### src/rtl/mem_port_arbiter_if.sv
// Memory-port arbiter bus: per-requester lock requests and access fields
// in, one-hot grant and the muxed memory-port signals out.
//
// Signals:
//   req, req_issue_id, release_lock, req_addr, req_wdata, req_wen
//     requester -> arbiter (slot i at [i*W +: W])
//   grant, mem_addr, mem_wdata, mem_wen
//     arbiter -> requesters and memory
interface mem_port_arbiter_if #(
    parameter int NUM_REQ  = 4,
    parameter int ID_WIDTH = 6
);
    logic [NUM_REQ-1:0]          req;
    logic [NUM_REQ*ID_WIDTH-1:0] req_issue_id;
    logic [NUM_REQ-1:0]          release_lock;
    logic [NUM_REQ*30-1:0]       req_addr;
    logic [NUM_REQ*32-1:0]       req_wdata;
    logic [NUM_REQ-1:0]          req_wen;
    logic [NUM_REQ-1:0]          grant;
    logic [29:0]                 mem_addr;
    logic [31:0]                 mem_wdata;
    logic                        mem_wen;

    modport master (
        output req, req_issue_id, release_lock,
        output req_addr, req_wdata, req_wen,
        input  grant, mem_addr, mem_wdata, mem_wen
    );

    modport slave (
        input  req, req_issue_id, release_lock,
        input  req_addr, req_wdata, req_wen,
        output grant, mem_addr, mem_wdata, mem_wen
    );
endinterface

### src/rtl/mem_port_arbiter.sv
// Shares one data-memory port among NUM_REQ requesters: oldest issue_id
// wins, the lock is held until release/abort, and wait counters stop starvation.
//
// Ports:
//   clk   - clock, all state on posedge
//   rst_n - asynchronous active-low reset
//   bus   - mem_port_arbiter_if slave (requests in, grant + memory port out)
module mem_port_arbiter #(
    parameter int NUM_REQ  = 4,
    parameter int ID_WIDTH = 6,
    parameter int MAX_WAIT = 15
) (
    input  logic                clk,
    input  logic                rst_n,
    mem_port_arbiter_if.slave   bus
);
    localparam int OW = $clog2(NUM_REQ);

    typedef enum logic {IDLE, LOCKED} state_t;

    state_t            state;
    logic [OW-1:0]     owner;
    logic [7:0]        wait_cnt [NUM_REQ];

    logic [ID_WIDTH-1:0] ids [NUM_REQ];
    logic                any_req;
    logic                starve_hit;
    logic [OW-1:0]       starve_idx;
    logic                age_hit;
    logic [OW-1:0]       age_idx;
    logic [OW-1:0]       winner;
    logic [NUM_REQ-1:0]  gnt;
    logic [29:0]         addr_mux;
    logic [31:0]         wdata_mux;
    logic                wen_mux;

    // a is older than b when b - a is a small positive distance mod 2^W.
    function automatic logic older(
        input logic [ID_WIDTH-1:0] a,
        input logic [ID_WIDTH-1:0] b
    );
        logic [ID_WIDTH-1:0] d;
        d = b - a;
        return (d != '0) && !d[ID_WIDTH-1];
    endfunction

    always_comb begin
        for (int i = 0; i < NUM_REQ; i++) begin
            ids[i] = bus.req_issue_id[i*ID_WIDTH +: ID_WIDTH];
        end
    end

    // Winner selection; strict "older" keeps ties on the lower index.
    always_comb begin
        any_req    = |bus.req;
        starve_hit = 1'b0;
        starve_idx = '0;
        age_hit    = 1'b0;
        age_idx    = '0;
        for (int i = 0; i < NUM_REQ; i++) begin
            if (bus.req[i] && !starve_hit &&
                wait_cnt[i] >= 8'(MAX_WAIT)) begin
                starve_hit = 1'b1;
                starve_idx = OW'(i);
            end
            if (bus.req[i] &&
                (!age_hit || older(ids[i], ids[age_idx]))) begin
                age_hit = 1'b1;
                age_idx = OW'(i);
            end
        end
        winner = starve_hit ? starve_idx : age_idx;
    end

    // Grant is gated by rst_n so outputs are quiet during reset.
    always_comb begin
        gnt = '0;
        if (rst_n) begin
            if (state == LOCKED) begin
                gnt[owner] = bus.req[owner];
            end else if (any_req) begin
                gnt[winner] = 1'b1;
            end
        end
    end

    always_comb begin
        addr_mux  = '0;
        wdata_mux = '0;
        wen_mux   = 1'b0;
        for (int i = 0; i < NUM_REQ; i++) begin
            if (gnt[i]) begin
                addr_mux  = addr_mux  | bus.req_addr[i*30 +: 30];
                wdata_mux = wdata_mux | bus.req_wdata[i*32 +: 32];
                wen_mux   = wen_mux   | bus.req_wen[i];
            end
        end
    end

    assign bus.grant     = gnt;
    assign bus.mem_addr  = addr_mux;
    assign bus.mem_wdata = wdata_mux;
    assign bus.mem_wen   = wen_mux;

    always_ff @(posedge clk or negedge rst_n) begin
        if (!rst_n) begin
            state <= IDLE;
            owner <= '0;
            for (int i = 0; i < NUM_REQ; i++) begin
                wait_cnt[i] <= 8'd0;
            end
        end else begin
            unique case (state)
                IDLE: begin
                    if (any_req && !bus.release_lock[winner]) begin
                        state <= LOCKED;
                        owner <= winner;
                    end
                end
                LOCKED: begin
                    if (!bus.req[owner] || bus.release_lock[owner]) begin
                        state <= IDLE;
                    end
                end
                default: state <= IDLE;
            endcase
            for (int i = 0; i < NUM_REQ; i++) begin
                if (!bus.req[i] || gnt[i]) begin
                    wait_cnt[i] <= 8'd0;
                end else if (wait_cnt[i] != 8'hFF) begin
                    wait_cnt[i] <= wait_cnt[i] + 8'd1;
                end
            end
        end
    end
endmodule

### src/flat_wrapper.sv
// flat-port wrapper written by rule: the top's interface ports become plain ports
module mem_port_arbiter_flat 
#(
    parameter int NUM_REQ  = 4,
    parameter int ID_WIDTH = 6,
    parameter int MAX_WAIT = 15
)
  (clk, rst_n, bus_req, bus_req_issue_id, bus_release_lock, bus_req_addr, bus_req_wdata, bus_req_wen, bus_grant, bus_mem_addr, bus_mem_wdata, bus_mem_wen);
  mem_port_arbiter_if #(.NUM_REQ(NUM_REQ), .ID_WIDTH(ID_WIDTH)) bus_i ();
  input  logic clk;
  input  logic rst_n;
  input wire logic [$bits(bus_i.req)-1:0] bus_req;
  input wire logic [$bits(bus_i.req_issue_id)-1:0] bus_req_issue_id;
  input wire logic [$bits(bus_i.release_lock)-1:0] bus_release_lock;
  input wire logic [$bits(bus_i.req_addr)-1:0] bus_req_addr;
  input wire logic [$bits(bus_i.req_wdata)-1:0] bus_req_wdata;
  input wire logic [$bits(bus_i.req_wen)-1:0] bus_req_wen;
  output wire logic [$bits(bus_i.grant)-1:0] bus_grant;
  output wire logic [$bits(bus_i.mem_addr)-1:0] bus_mem_addr;
  output wire logic [$bits(bus_i.mem_wdata)-1:0] bus_mem_wdata;
  output wire logic [$bits(bus_i.mem_wen)-1:0] bus_mem_wen;
  assign bus_i.req = bus_req;
  assign bus_i.req_issue_id = bus_req_issue_id;
  assign bus_i.release_lock = bus_release_lock;
  assign bus_i.req_addr = bus_req_addr;
  assign bus_i.req_wdata = bus_req_wdata;
  assign bus_i.req_wen = bus_req_wen;
  assign bus_grant = bus_i.grant;
  assign bus_mem_addr = bus_i.mem_addr;
  assign bus_mem_wdata = bus_i.mem_wdata;
  assign bus_mem_wen = bus_i.mem_wen;
  mem_port_arbiter #(.NUM_REQ(NUM_REQ), .ID_WIDTH(ID_WIDTH), .MAX_WAIT(MAX_WAIT)) u_core (.clk(clk), .rst_n(rst_n), .bus(bus_i));
endmodule
### config.mk
export PLATFORM = sky130hd
export DESIGN_NAME = mem_port_arbiter_flat
export DESIGN_NICKNAME = d
export VERILOG_FILES = /design/src/rtl/mem_port_arbiter_if.sv /design/src/rtl/mem_port_arbiter.sv /design/src/flat_wrapper.sv
export SDC_FILE = /design/constraint.sdc
export NUM_CORES = 1
export LEC_CHECK = 0
export CORE_MARGIN = 3
export CORE_UTILIZATION = 32
export DETAILED_ROUTE_END_ITERATION = 10
export PLACE_DENSITY = 0.81
export SLEW_MARGIN = 20
export SYNTH_ARGS = -nofsm -noshare
export SYNTH_HDL_FRONTEND = slang
export SYNTH_SLANG_ARGS = --single-unit
### constraint.sdc
create_clock -name clk -period 9.71 [get_ports clk]
set_input_delay 0.971 -clock clk [delete_from_list [all_inputs] [get_ports clk]]
set_output_delay 0.971 -clock clk [all_outputs]
set_load 0.005 [all_outputs]
==> impl_metrics.csv <==
group,metric,value,unit
route,drt_iter0_markers,494,
die,ioPinCount,353,
synthesis,synthesis.area,5420,sq um
clocking,cts_sinks,35,
place,port_buffers,352,
power_and_ir_drop,pwr-share-seq,13.6,%
critical_path,setup.worst_path.end,"bus_mem_wdata[14]",
power_and_ir_drop,peakVddDrop,0.124,mV
cells_and_area,finalInstanceArea,9980,sq um
grt,grt_pass1_wl,39.4,mm
route,vias,7628,
power_and_ir_drop,p_int,847,uW
route,drcViolationCount,0,
timing,hold_violations,0,
synthesis,synth_top_area_cell,"dfrtp_1",
die,core_area,16200,sq um
die,die_w,136,microns
hold_path,hp-class,"reg -> reg",
clocking,clockBufferDepth,2,
route,via_per_inst,5.35,
grt,grt_max_degree,125,
critical_path,crit_type,"in -> out",
cells_and_area,area_delta_synth_final,84.1,%
synthesis,yosysWarnings,0,
route,drtAntennaViolNets,0,
die,die_y,136,microns
cells_and_area,final_cell_mix,"clkdlybuf4s50_1 (281), nor2_1 (171), nand2_1 (147), and3_1 (69), or4_1 (64)",
power_and_ir_drop,powerDensity,143,nW/um^2
power_and_ir_drop,p_switching,582,uW
grt,grt_pass1_vias,7340,
route,finalWirelength,27.4,mm
grt,grt_overflow_total,0,
critical_path,cpMostUsedCell,"buf_6",
grt,grtUsageTotal,26.8,%
power_and_ir_drop,clockPowerShare,11.7,%
timing,worstMarginPinSlew,968,ps
place,dpl.hpwl,20.2,mm
grt,antenna_found_initial,8,
timing,period_minus_slack,9500,ps
place,dp_cells,1389,
critical_path,r2r-end,"u_core.wait_cnt[11]",
clocking,cts_tree,"yes",
synthesis,ys_ff_latch,35,
timing,setup_viol,0,
synthesis,synthTopCellsByArea,"dfrtp_1 (16%), nor2_1 (12%), nand2_1 (10%)",
timing,max_freq,105,MHz
synthesis,syn-instance-count,836,
cells_and_area,fin_nets,1515,
hold_path,min-delay-start,"u_core.wait_cnt[30]",
critical_path,crit_slowest_cell,"or4_1",
place,placed_area,9390,sq um
timing,final_max_slew_viol_count,0,
synthesis,synth-main-ff-cell,"dfrtp_1",
synthesis,synth_fp_nets,1144,
synthesis,ys_seq_area_share,16.2,%
cells_and_area,final_cells,1426,
critical_path,crit_path_max_incr_delay,520,ps
timing,slew_headroom,35.5,%
critical_path,cp.required,8740,ps
critical_path,rr_worst_depth,7,
timing,fin_crit_sh,97.8,%
place,gp_congestion,0.927,
cells_and_area,layout_commonest_cell,"clkdlybuf4s50_1",
critical_path,crit_path_max_fanout,5,
clocking,hold_buffers,0,
power_and_ir_drop,combPwrFrac,74.7,%
critical_path,start_kind,"primary input",
power_and_ir_drop,power.leakage,4.81,nW
critical_path,r2r_setup_slack,6750,ps
critical_path,end_kind,"output port",
critical_path,crit_start,"bus_req_issue_id[0]",
synthesis,syn_area_per_cell,6.49,sq um
route,routedWlPerCell,19.2,microns
synthesis,synth-async-reset-ratio,100,%
cells_and_area,fin_util,61.5,%
synthesis,synth_edf_count,0,
power_and_ir_drop,switching_share,40.7,%
synthesis,synth_top_area_share,16.2,%
cells_and_area,drive_gt1_share,12.9,%
critical_path,rr_startpoint,"u_core.wait_cnt[31]",
die,fp-row-count,46,
power_and_ir_drop,totalPowerFinal,1.43,mW
clocking,cts_made_buffers,5,
timing,tns,0,ps
clocking,clk_latency,270,ps
critical_path,cp.arrival,8530,ps
timing,fin_skew,1.98,ps
clocking,htreeDepth,2,
outcome,status,"complete, no violations",
run,maxCapViolations,0,
route,drtPass1Iterations,7,
clocking,root_buffer,"clkbuf_16",
synthesis,ys_types,62,
clocking,path_clk_slew,50,ps
die,initial_core_util,33.4,%
die,dieArea,18500,sq um
-- power by group through the flow --
| stage | combinational (mW) | sequential [mW] | clock, mW |
|---|---|---|---|
| 6_report | 1.07 | 0.194 | 0.167 |
| 2_1_floorplan | 0.466 | 0.177 | 0 |
| 4_1_cts | 1.05 | 0.192 | 0.168 |
| 3_3_place_gp | 0.969 | 0.193 | 0 |
| 5_1_grt | 1.15 | 0.198 | 0.176 |
| 3_5_place_dp | 0.982 | 0.194 | 0 |
-- worst max-delay path: cells and delay by family --
kind                     cells  cell delay, ps
AND/OR/NAND/NOR              7            1480
adder cells (fa/ha/maj)      4            1140
AO/OA/AOI/OAI               13            2500
XOR/XNOR                     4             710
buffers and inverters       12            1710
-- area by class of cell --
class                           instances  area (sq um)
Fill cell                            1446          6250
Multi-Input combinational cell        718          4410
Timing Repair Buffer                  425          4190
Sequential cell                        35           876
Tap cell                              216           270
Clock buffer                            8           156
Inverter                               22          82.6
Antenna cell                            2          5.00
-- cell usage after synthesis (all sizes together) (4+ instances only) --
library cell and instances:
nand4 7, nand2b 5, ha 19, a31oi 11
o21ai 23, a21oi 18, buf 17, inv 21
or4 64, nor2 174, o31ai 4, dfrtp 35
clkbuf 44, xnor2 13, a21boi 64, xor2 12
nand3 22, mux2i 9, a211oi 8, nor3 6
and3 69, nand2 148
-- metal layers --
layer	track usage (%)	routed length [microns]	vias up
met1	32.1	10600	3529
met3	7.66	2740	50
met4	6.61	471	14
met2	47.2	13600	361
li1	-	-	3674
met5	0	90	-
-- worst min-delay path by stage --
stage / end / slack (ps) / cells after the start
2_1_floorplan: u_core.wait_cnt[30] / 450 / 1
3_3_place_gp: u_core.wait_cnt[30] / 470 / 1
3_5_place_dp: u_core.wait_cnt[30] / 490 / 1
4_1_cts: u_core.wait_cnt[6] / 500 / 1
5_1_grt: u_core.wait_cnt[30] / 520 / 1
6_report: u_core.wait_cnt[30] / 520 / 1
-- registers in the layout, summed over array words and instances, names as in the netlist --
name             cells
u_core.owner         2
u_core.state         1
u_core.wait_cnt     32
-- logic make-up (layout without fill, tap and decap cells) --
logic type / Yosys count / in the layout / share of synthesized area [%]
flip-flops: 35 / 35 / 16.2
AND/OR/NAND/NOR: 513 / 513 / 45.7
multiplexers: 10 / 10 / 1.87
buffers and inverters: 83 / 455 / 6.92
adder cells (fa/ha/maj): 22 / 22 / 5.49
XOR/XNOR: 25 / 25 / 4.04
AO/OA/AOI/OAI: 148 / 148 / 19.8
other: 0 / 2 / 0
-- per-stage QoR --
step | setup WS, ps | hold slack (ps)
after CTS | -50.4 | 504
final | 214 | 517
after floorplan | 703 | 454
after global routing | -203 | 524
after global placement | -213 | 473
after detailed placement | -538 | 487
-- timing repair --
action | 4_1_cts | 5_1_grt
setup buffers | 18 | 7
gates resized for setup | 151 | 53
cloned | 4 | 1
pin swaps | 17 | 32
setup endpoints to repair | 65 | 66
No activity file was read; power rests on OpenSTA's default activity.
